$ cat src/rtl/membus_arbiter_pkg.sv
// rtl/membus_arbiter_pkg.sv - shared types and address helper for the membus arbiter
//
// Package eei:
//   ArbMode       - arbitration policy (FIXED = highest index wins, RR = round-robin)
//   ChId          - channel identifier, sized for the 8-channel maximum
//   ram_word_addr - byte address to RAM word address (callers keep the low bits)
package eei;

  typedef enum logic {
    FIXED = 1'b0,
    RR    = 1'b1
  } ArbMode;

  localparam int MAX_CH = 8;

  typedef logic [$clog2(MAX_CH)-1:0] ChId;

  // Drops the byte-in-word offset; the caller truncates to its RAM address width.
  function automatic logic [63:0] ram_word_addr(input logic [63:0] addr, input int unsigned shift);
    return addr >> shift;
  endfunction

endpackage

$ cat src/rtl/membus_arb_id_fifo.sv
// rtl/membus_arb_id_fifo.sv - in-order FIFO of channel IDs for response routing
//
// Ports:
//   clk, rst      clock, synchronous active-low reset
//   push, push_id enqueue the channel that just won a slave handshake
//   pop           dequeue on each slave response
//   full, empty   occupancy flags
//   head          channel owning the oldest outstanding request
module membus_arb_id_fifo
  import eei::*;
#(
  parameter int DEPTH = 2
) (
  input  logic clk,
  input  logic rst,
  input  logic push,
  input  ChId  push_id,
  input  logic pop,
  output logic full,
  output logic empty,
  output ChId  head
);

  localparam int PW = (DEPTH > 1) ? $clog2(DEPTH) : 1;
  localparam int CW = $clog2(DEPTH + 1);

  ChId           r_mem [DEPTH];
  logic [PW-1:0] r_wr_ptr;
  logic [PW-1:0] r_rd_ptr;
  logic [CW-1:0] r_count;
  logic          w_push;
  logic          w_pop;

  // Explicit wrap keeps the pointers correct for any depth, including 1.
  function automatic logic [PW-1:0] next_ptr(input logic [PW-1:0] p);
    return (p == PW'(DEPTH - 1)) ? '0 : p + 1'b1;
  endfunction

  assign full   = (r_count == CW'(DEPTH));
  assign empty  = (r_count == '0);
  assign head   = r_mem[r_rd_ptr];
  assign w_push = push && !full;
  assign w_pop  = pop && !empty;

  always_ff @(posedge clk) begin
    if (w_push) begin
      r_mem[r_wr_ptr] <= push_id;
    end
  end

  always_ff @(posedge clk) begin
    if (!rst) begin
      r_wr_ptr <= '0;
      r_rd_ptr <= '0;
      r_count  <= '0;
    end else begin
      if (w_push) begin
        r_wr_ptr <= next_ptr(r_wr_ptr);
      end
      if (w_pop) begin
        r_rd_ptr <= next_ptr(r_rd_ptr);
      end
      case ({w_push, w_pop})
        2'b10:   r_count <= r_count + 1'b1;
        2'b01:   r_count <= r_count - 1'b1;
        default: r_count <= r_count;
      endcase
    end
  end

endmodule

$ cat src/rtl/membus_arbiter.sv
// rtl/membus_arbiter.sv - N-channel arbiter onto a single-port RAM membus slave
//
// Ports:
//   clk, rst                               clock, synchronous active-low reset
//   m_valid/m_ready                        per-channel request handshake
//   m_addr/m_wen/m_wdata/m_wmask           packed per-channel request payloads
//   m_rvalid/m_rdata                       per-channel response valid, shared data
//   s_valid/s_ready/s_addr/s_wen/...       request to the RAM slave
//   s_rvalid/s_rdata                       response from the RAM slave
//   resp_err                               sticky: response with nothing outstanding
//   perf_grants/perf_stalls                per-channel 32-bit counters, only with
//                                          MEMBUS_ARB_PERF_EN defined
module membus_arbiter
  import eei::*;
#(
  parameter int NUM_CH          = 2,
  parameter int XLEN            = 64,
  parameter int DATA_WIDTH      = 64,
  parameter int RAM_ADDR_WIDTH  = 16,
  parameter int ARB_MODE        = 0,
  parameter int MAX_OUTSTANDING = 2
) (
  input  logic                           clk,
  input  logic                           rst,
  input  logic [NUM_CH-1:0]              m_valid,
  output logic [NUM_CH-1:0]              m_ready,
  input  logic [NUM_CH*XLEN-1:0]         m_addr,
  input  logic [NUM_CH-1:0]              m_wen,
  input  logic [NUM_CH*DATA_WIDTH-1:0]   m_wdata,
  input  logic [NUM_CH*DATA_WIDTH/8-1:0] m_wmask,
  output logic [NUM_CH-1:0]              m_rvalid,
  output logic [DATA_WIDTH-1:0]          m_rdata,
  output logic                           s_valid,
  input  logic                           s_ready,
  output logic [RAM_ADDR_WIDTH-1:0]      s_addr,
  output logic                           s_wen,
  output logic [DATA_WIDTH-1:0]          s_wdata,
  output logic [DATA_WIDTH/8-1:0]        s_wmask,
  input  logic                           s_rvalid,
  input  logic [DATA_WIDTH-1:0]          s_rdata,
  output logic                           resp_err
`ifdef MEMBUS_ARB_PERF_EN
  ,
  output logic [NUM_CH*32-1:0]           perf_grants,
  output logic [NUM_CH*32-1:0]           perf_stalls
`endif
);

  localparam int MW    = DATA_WIDTH / 8;
  localparam int SHIFT = $clog2(MW);

  logic            r_lock_vld;
  ChId             r_lock_id;
  ChId             r_rr_ptr;
  logic            r_resp_err;

  ChId             w_g;
  logic            w_found;
  logic            w_any_valid;
  logic            w_hs;
  logic            w_fifo_full;
  logic            w_fifo_empty;
  ChId             w_head;
  logic [XLEN-1:0] w_addr;
  logic [63:0]     w_addr64;
  logic [63:0]     w_word_addr;

  // Winner selection; a registered lock holds the stalled winner steady.
  always_comb begin
    w_g     = '0;
    w_found = 1'b0;
    if (r_lock_vld) begin
      w_g = r_lock_id;
    end else if (ARB_MODE == int'(RR)) begin
      for (int k = 1; k <= NUM_CH; k++) begin
        if (!w_found && m_valid[(int'(r_rr_ptr) + k) % NUM_CH]) begin
          w_g     = ChId'((int'(r_rr_ptr) + k) % NUM_CH);
          w_found = 1'b1;
        end
      end
    end else begin
      for (int i = 0; i < NUM_CH; i++) begin
        if (m_valid[i]) begin
          w_g = ChId'(i);
        end
      end
    end
  end

  always_comb begin
    w_addr  = '0;
    s_wen   = 1'b0;
    s_wdata = '0;
    s_wmask = '0;
    for (int i = 0; i < NUM_CH; i++) begin
      if (ChId'(i) == w_g) begin
        w_addr  = m_addr[i*XLEN +: XLEN];
        s_wen   = m_wen[i];
        s_wdata = m_wdata[i*DATA_WIDTH +: DATA_WIDTH];
        s_wmask = m_wmask[i*MW +: MW];
      end
    end
  end

  assign w_addr64    = 64'(w_addr);
  assign w_word_addr = ram_word_addr(w_addr64, SHIFT);
  assign s_addr      = w_word_addr[RAM_ADDR_WIDTH-1:0];

  assign w_any_valid = |m_valid;
  // A full FIFO blocks grants even when a pop lands in the same cycle.
  assign s_valid     = w_any_valid && !w_fifo_full;
  assign w_hs        = s_valid && s_ready;

  always_comb begin
    m_ready  = '0;
    m_rvalid = '0;
    for (int i = 0; i < NUM_CH; i++) begin
      if (ChId'(i) == w_g) begin
        m_ready[i] = w_hs;
      end
      if (ChId'(i) == w_head) begin
        m_rvalid[i] = s_rvalid && !w_fifo_empty;
      end
    end
  end

  assign m_rdata  = s_rdata;
  assign resp_err = r_resp_err;

  membus_arb_id_fifo #(
    .DEPTH (MAX_OUTSTANDING)
  ) u_id_fifo (
    .clk     (clk),
    .rst     (rst),
    .push    (w_hs),
    .push_id (w_g),
    .pop     (s_rvalid),
    .full    (w_fifo_full),
    .empty   (w_fifo_empty),
    .head    (w_head)
  );

  always_ff @(posedge clk) begin
    if (!rst) begin
      r_lock_vld <= 1'b0;
      r_lock_id  <= '0;
      r_rr_ptr   <= ChId'(NUM_CH - 1);
      r_resp_err <= 1'b0;
    end else begin
      if (w_hs) begin
        r_lock_vld <= 1'b0;
        r_rr_ptr   <= w_g;
      end else if (s_valid) begin
        r_lock_vld <= 1'b1;
        r_lock_id  <= w_g;
      end
      if (s_rvalid && w_fifo_empty) begin
        r_resp_err <= 1'b1;
      end
    end
  end

`ifdef MEMBUS_ARB_PERF_EN
  logic [NUM_CH*32-1:0] r_perf_grants;
  logic [NUM_CH*32-1:0] r_perf_stalls;

  always_ff @(posedge clk) begin
    if (!rst) begin
      r_perf_grants <= '0;
      r_perf_stalls <= '0;
    end else begin
      for (int i = 0; i < NUM_CH; i++) begin
        if (m_valid[i] && m_ready[i]) begin
          r_perf_grants[i*32 +: 32] <= r_perf_grants[i*32 +: 32] + 32'd1;
        end
        if (m_valid[i] && !m_ready[i]) begin
          r_perf_stalls[i*32 +: 32] <= r_perf_stalls[i*32 +: 32] + 32'd1;
        end
      end
    end
  end

  assign perf_grants = r_perf_grants;
  assign perf_stalls = r_perf_stalls;
`endif

endmodule

$ cat config.mk
export PLATFORM = sky130hd
export DESIGN_NAME = membus_arbiter
export DESIGN_NICKNAME = d
export VERILOG_FILES = /design/src/rtl/membus_arbiter_pkg.sv /design/src/rtl/membus_arb_id_fifo.sv /design/src/rtl/membus_arbiter.sv
export SDC_FILE = /design/constraint.sdc
export NUM_CORES = 1
export LEC_CHECK = 0
export BUFFER_PORTS_ARGS = -buffer_cell sky130_fd_sc_hd__buf_2
export CORE_AREA = 10 10 189 191
export DETAILED_ROUTE_END_ITERATION = 8
export DIE_AREA = 0 0 199 201
export HOLD_SLACK_MARGIN = 0.12
export PLACE_DENSITY = 0.35
export SYNTH_ARGS = -nofsm -noshare
export SYNTH_HDL_FRONTEND = slang
export SYNTH_SLANG_ARGS = --single-unit
export TNS_END_PERCENT = 5
$ cat constraint.sdc
create_clock -name clk -period 3.7 [get_ports clk]
set_clock_uncertainty 0.15 [all_clocks]
set_input_delay 0.185 -clock clk [delete_from_list [all_inputs] [get_ports clk]]
set_output_delay 0.185 -clock clk [all_outputs]
set_load 0.02 [all_outputs]
==> flow_summary_export.csv, run 1 <==
group,metric,value,unit
timing,slew_violations,0,
floorplan,rows,66,
timing,finalCriticalPeriod,2510,ps
cells_and_area,syn_to_final_growth,62.3,%
placed_design,place.gp.congestion,0.724,
placed_design,dpl.hpwl,10700,um
cells_and_area,antennaDiodeCount,0,
yosys,synth-xor-area-share,0.0117,
drt,wl_met2,6000,um
clocking,clk_path_buf_depth,2,
global_route,antenna_found_initial,0,
pwr,ir_worst_vdd,0.000159,V
clocking,post_cts_resized,0,
floorplan,die_w,199,um
yosys,yosys_warnings,0,
global_route,track_usage,0.0557,
drt,wl_per_cell,14.6,um
yosys,synth_top_family_by_area,"compound AO/OA/AOI/OAI gates",
clocking,cts_buffers,3,
clocking,h-tree-depth,1,
global_route,grt_pass1_wl,17600,um
yosys,ys_seq_area_frac,0.170,
yosys,synth-simple-area-share,0.0743,
yosys,muxShareOfSynthArea,0.0184,
floorplan,io_pins,503,
critical_path,arrival,2180,ps
clocking,cts_sinks,16,
cells_and_area,fillCellCount,3747,
clocking,cts-root-buf,"clkbuf_16",
clocking,insertion_delay,240,ps
timing,fin_tns_setup,0,ps
drt,routed_wl,12400,um
drt,wl_met1,4710,um
critical_path,reg2reg_slack,1510,ps
timing,setup_viol,0,
drt,routed-via-count,2632,
placed_design,portBuffers,278,
cells_and_area,num-nets-final,790,
yosys,synth_area,0.00224,mm^2
drt,drt_iter0_drc,71,
yosys,synth-edff-count,6,
global_route,grt_max_degree,48,
yosys,synth_compound_area_frac,0.420,
pwr,p_per_area,376,mW/mm^2
drt,ant_nets,0,
drt,vias_per_cell,3.09,
cells_and_area,drive_above_1_share,0.815,
clocking,cts_tree,"built",
timing,max_freq,398,MHz
timing,hold_viol,0,
drt,drc,0,
timing,rsz0062_at_grt,"false",
yosys,synthAdderAreaFrac,0.00558,
run,maxCapViolations,0,
clocking,clk_pin_slew,50,ps
yosys,synth.avg_cell_area,9.30,um^2
timing,fin_crit_sh,0.678,
floorplan,dieArea,0.0400,mm^2
critical_path,worstPathMaxFanout,47,
global_route,grt.overflow.total,0,
yosys,synth_nets,586,
critical_path,worstPathRequired,3370,ps
drt,routed.top_layer,"met4",
timing,fin_ws,1190,ps
floorplan,core_area,0.0320,mm^2
critical_path,crit_type,"flip-flop to output pin",
timing,worstMarginPinSlew,609,ps
pwr,leakage,1.84,nW
floorplan,fp.dieH,201,um
floorplan,start_util,0.0699,
timing,slew_headroom,0.594,
run_status,status,"finished clean",
yosys,synthFlopType,"dfxtp_1",
yosys,async_flop_share,0,
yosys,synth-seq-cells,16,
critical_path,start_kind,"flip-flop",
yosys,synth_cells,241,
global_route,first_global_vias,2968,
drt,route.met3.wl,1330,um
yosys,synth_cell_type_count,34,
drt,dr.pass1.iters,5,
placed_design,pre_cts_ws,1360,ps
critical_path,end_kind,"output pin",
cells_and_area,final_core_util,0.114,
min_path,hold_path.class,"input pin to flip-flop",
-- power breakdown --
| group | leakage [nW] | internal (W) | switching, W |
|---|---|---|---|
| combinational | 1.67 | 0.000387 | 0.000525 |
| sequential | 0.137 | 0.000219 | 0.0000299 |
| clock | 0.0385 | 0.000143 | 0.0000643 |
| total | 1.84 | 0.000749 | 0.000619 |
-- final timing paths --
kind | from | end | depth (start not counted)
max | r_lock_vld | s_wdata[35] | 5
min | m_valid[1] | u_id_fifo.r_mem[0][0] | 2
max reg2reg | u_id_fifo.r_count[0] | u_id_fifo.r_count[1] | 5
min reg2reg | r_lock_id[2] | r_lock_id[2] | 2
-- state kept, by name, indices dropped and copies added (netlist names), named ones only --
name and count:
u_id_fifo.r_rd_ptr 1, u_id_fifo.r_mem 6, u_id_fifo.r_count 2, resp_err 1, r_lock_vld 1, u_id_fifo.r_wr_ptr 1
r_lock_id 3
-- cells by family after synthesis --
kind of cell / Yosys count
buf+inv: 87
simple gates: 32
fa+ha+maj: 1
xor+xnor: 3
compound gates: 98
flops: 16
mux: 4
-- layout by cell type (no fill, tap or decap), types with 2 or more instances in the layout --
cell / synthesis / final
buf_2: 3 / 278
a22o_2: 72 / 72
a22o_1: 17 / 17
nor2_1: 12 / 12
dfxtp_1: 10 / 10
edfxtp_1: 6 / 6
nand2_1: 5 / 5
dlygate4sd3_1: 0 / 4
nor2b_1: 3 / 3
mux2i_1: 3 / 3
clkbuf_16: 0 / 3
xnor2_1: 2 / 2
nor3_1: 2 / 2
o21ai_0: 2 / 2
o211a_1: 2 / 2
a21oi_1: 2 / 2
buf_4: 64 / 2
-- per-layer routing --
metal | vias up | global-route usage
met5 | - | 0
met4 | 0 | 0.0188
met3 | 42 | 0.0226
met2 | 166 | 0.0988
li1 | 1258 | -
met1 | 1166 | 0.0578
-- critical path: stages (launching register included) --
cell and delay [ps]:
dfxtp_1 390, nor2b_1 310, a31o_4 520, buf_12 290
a22o_2 200, buf_2 170
-- Yosys cell counts, drive strengths merged (2+ instances only) --
cell,number,area share
edfxtp,6,0.080
o211a,2,0.0089
nor2b,3,0.0084
nand2,5,0.0084
nor3,2,0.0045
xnor2,2,0.0078
buf,76,0.28
nor2,12,0.020
and2,2,0.0061
o21ai,2,0.0045
or3,2,0.0078
mux2i,3,0.013
clkbuf,10,0.017
dfxtp,10,0.089
a21oi,3,0.012
a22o,89,0.39
-- area by class of cell --
type	instances	area, um^2	share of cell area
multi-input combinational	138	1200	0.329
timing repair buffer	285	1470	0.403
clock buffer	3	75.1	0.0206
clock inverter	1	3.75	0.00103
sequential	16	380	0.105
tap	408	510	0.140
inverter	1	3.75	0.00103
-- repair_timing --
item | in CTS | in global routing
endpoints found under the hold margin | 4 | 0
hold buffers | 4 | 0
setup buffers | 0 | 0
endpoints found under the setup margin | 0 | 0
-- metrics by stage --
stage               power [W]  instance area, um^2  instances  hold WS (ps)
global route          0.00147                 3640        852           187
detailed placement    0.00118                 3520        844           220
finish                0.00137                 3640        852           175
CTS                   0.00139                 3640        852           178
global placement      0.00118                 3520        844           220
floorplan            0.000974                 2240        241           176
Power figures use the tool's default switching activity.
==> inputs of run 2 (changes only) <==
Settings changed: CORE_AREA 10 10 189 191 to 10 10 186 188, DIE_AREA 0 0 199 201 to 0 0 196 198.
Clock period 3.7 ns to 2.4 ns, I/O delays scaled along.
==> flow_summary_export.csv, run 2 (same netlist as run 1, synthesis figures left out) <==
group,metric,value,unit
run_status,status,"finished clean",
clocking,cts_tree,"built",
cells_and_area,largest_register_ff_count,6,
placed_design,post_dp_cell_area,0.00354,mm^2
clocking,cts_buffers,3,
pwr,power_frac_clock,0.139,
clocking,insertion_delay,240,ps
cells_and_area,mostFrequentLayoutCell,"buf_2",
cells_and_area,syn_to_final_growth,91.8,%
pwr,leakage,2.13,nW
critical_path,worstPathMaxFanout,38,
floorplan,core_area,0.0311,mm^2
placed_design,portBuffers,278,
global_route,grt_max_degree,53,
timing,rsz0062_at_grt,"false",
timing,worstMarginPinSlew,468,ps
drt,wl_met2,7520,um
timing,fin_tns_setup,0,ps
floorplan,fp.dieH,198,um
placed_design,place.gp.congestion,0.789,
cells_and_area,mostFrequentLayoutCells,"buf_2, a22o_2, dlygate4sd3_1",
drt,route.met3.wl,1510,um
placed_design,dpl.hpwl,11100,um
clocking,cts_sinks,16,
floorplan,dieArea,0.0388,mm^2
floorplan,io_pins,503,
floorplan,die_w,196,um
placed_design,pre_cts_ws,266,ps
cells_and_area,drive_above_1_share,0.714,
cells_and_area,regMostFlops,"u_id_fifo.r_mem",
global_route,antenna_found_initial,0,
pwr,p_per_area,541,mW/mm^2
min_path,hold_path.class,"input pin to flip-flop",
global_route,grt.overflow.total,0,
cells_and_area,antennaDiodeCount,0,
cells_and_area,largestRegisters,"u_id_fifo.r_mem: 6 flops, r_lock_id: 3 flops, u_id_fifo.r_count: 2 flops",
timing,fin_crit_sh,0.965,
critical_path,start_kind,"flip-flop",
pwr,finalPower,0.00233,W
run,maxCapViolations,0,
cells_and_area,num-nets-final,856,
drt,vias_per_cell,3.19,
global_route,track_usage,0.0629,
timing,slew_headroom,0.688,
drt,ant_nets,0,
drt,wl_met1,5230,um
drt,drc,0,
pwr,p_int,0.00125,W
timing,fin_ws,83.6,ps
critical_path,crit_type,"flip-flop to output pin",
drt,routed.top_layer,"met4",
drt,drt_iter0_drc,56,
cells_and_area,final_cell_area,0.00430,mm^2
global_route,grt_pass1_wl,19900,um
pwr,power.share.switching,0.464,
timing,setup_viol,0,
floorplan,rows,65,
drt,routed-via-count,2908,
floorplan,start_util,0.0721,
timing,hold_viol,0,
critical_path,worstPathRequired,2130,ps
global_route,first_global_vias,3347,
timing,finalCriticalPeriod,2320,ps
clocking,clk_path_buf_depth,2,
timing,max_freq,432,MHz
clocking,clk_pin_slew,50,ps
critical_path,end_kind,"output pin",
drt,dr.pass1.iters,4,
pwr,pwr-share-comb,0.700,
pwr,switchingPower,0.00108,W
drt,wl_per_cell,15.7,um
pwr,share_seq_of_total_power,0.161,
clocking,cts-root-buf,"clkbuf_16",
critical_path,arrival,2050,ps
pwr,ir_worst_vdd,0.000243,V
drt,routed_wl,14300,um
timing,slew_violations,0,
clocking,h-tree-depth,1,
## run 2: cell types whose count changed in the layout (fill, tap and decap cells not counted)
cell / before / now
buf_4: 2 / 3
dlygate4sd3_1: 4 / 68
buf_12: 1 / 2
## run 2: repair_timing
item	in CTS	in global routing
resized for setup	0	0
hold endpoints to repair	70	0
hold buffers	68	0
buffers inserted	0	0
## run 2: critical path, stage by stage (launching register included)
cell and delay, ps:
dfxtp_1 340, or3_4 390, a21oi_4 190, buf_4 410, a22o_2 270, buf_2 170
## run 2: stage by stage
stage,hold slack [ps],utilization,std cells
2_1_floorplan,111,-,241
5_1_grt,133,0.138,912
4_1_cts,130,0.138,912
3_5_place_dp,90.1,0.114,840
3_3_place_gp,90.1,0.114,840
6_report,123,0.138,912
## run 2: power by group through the flow
stage          Sequential [W]  Combinational, W  Clock, W
6_report             0.000375           0.00163  0.000324
5_1_grt              0.000383           0.00175  0.000348
4_1_cts              0.000376           0.00166  0.000328
3_5_place_dp         0.000381           0.00148         0
3_3_place_gp         0.000381           0.00149         0
2_1_floorplan        0.000377           0.00113         0
## run 2: cell type report
class	count	area (um^2)
clock inverter	1	3.75
timing repair buffer	351	2130
sequential	16	380
multi-input combinational	138	1200
tap	402	503
inverter	1	3.75
clock buffer	3	75.1
fill	3547	26800
## run 2: routing by layer
metal / GRT usage / vias up
met3: 0.0237 / 4
li1: - / 1385
met1: 0.0649 / 1284
met4: 0.00679 / 0
met2: 0.121 / 235
met5: 0 / -
## run 2: worst paths after layout
kind	from	end	slack, ps	cells past startpoint
hold reg to reg	r_lock_id[1]	r_lock_id[1]	320	2
hold / removal	m_valid[1]	u_id_fifo.r_mem[1][0]	120	2
setup / recovery	r_lock_id[0]	s_wdata[51]	80	5
setup reg to reg	u_id_fifo.r_count[1]	u_id_fifo.r_count[1]	250	5
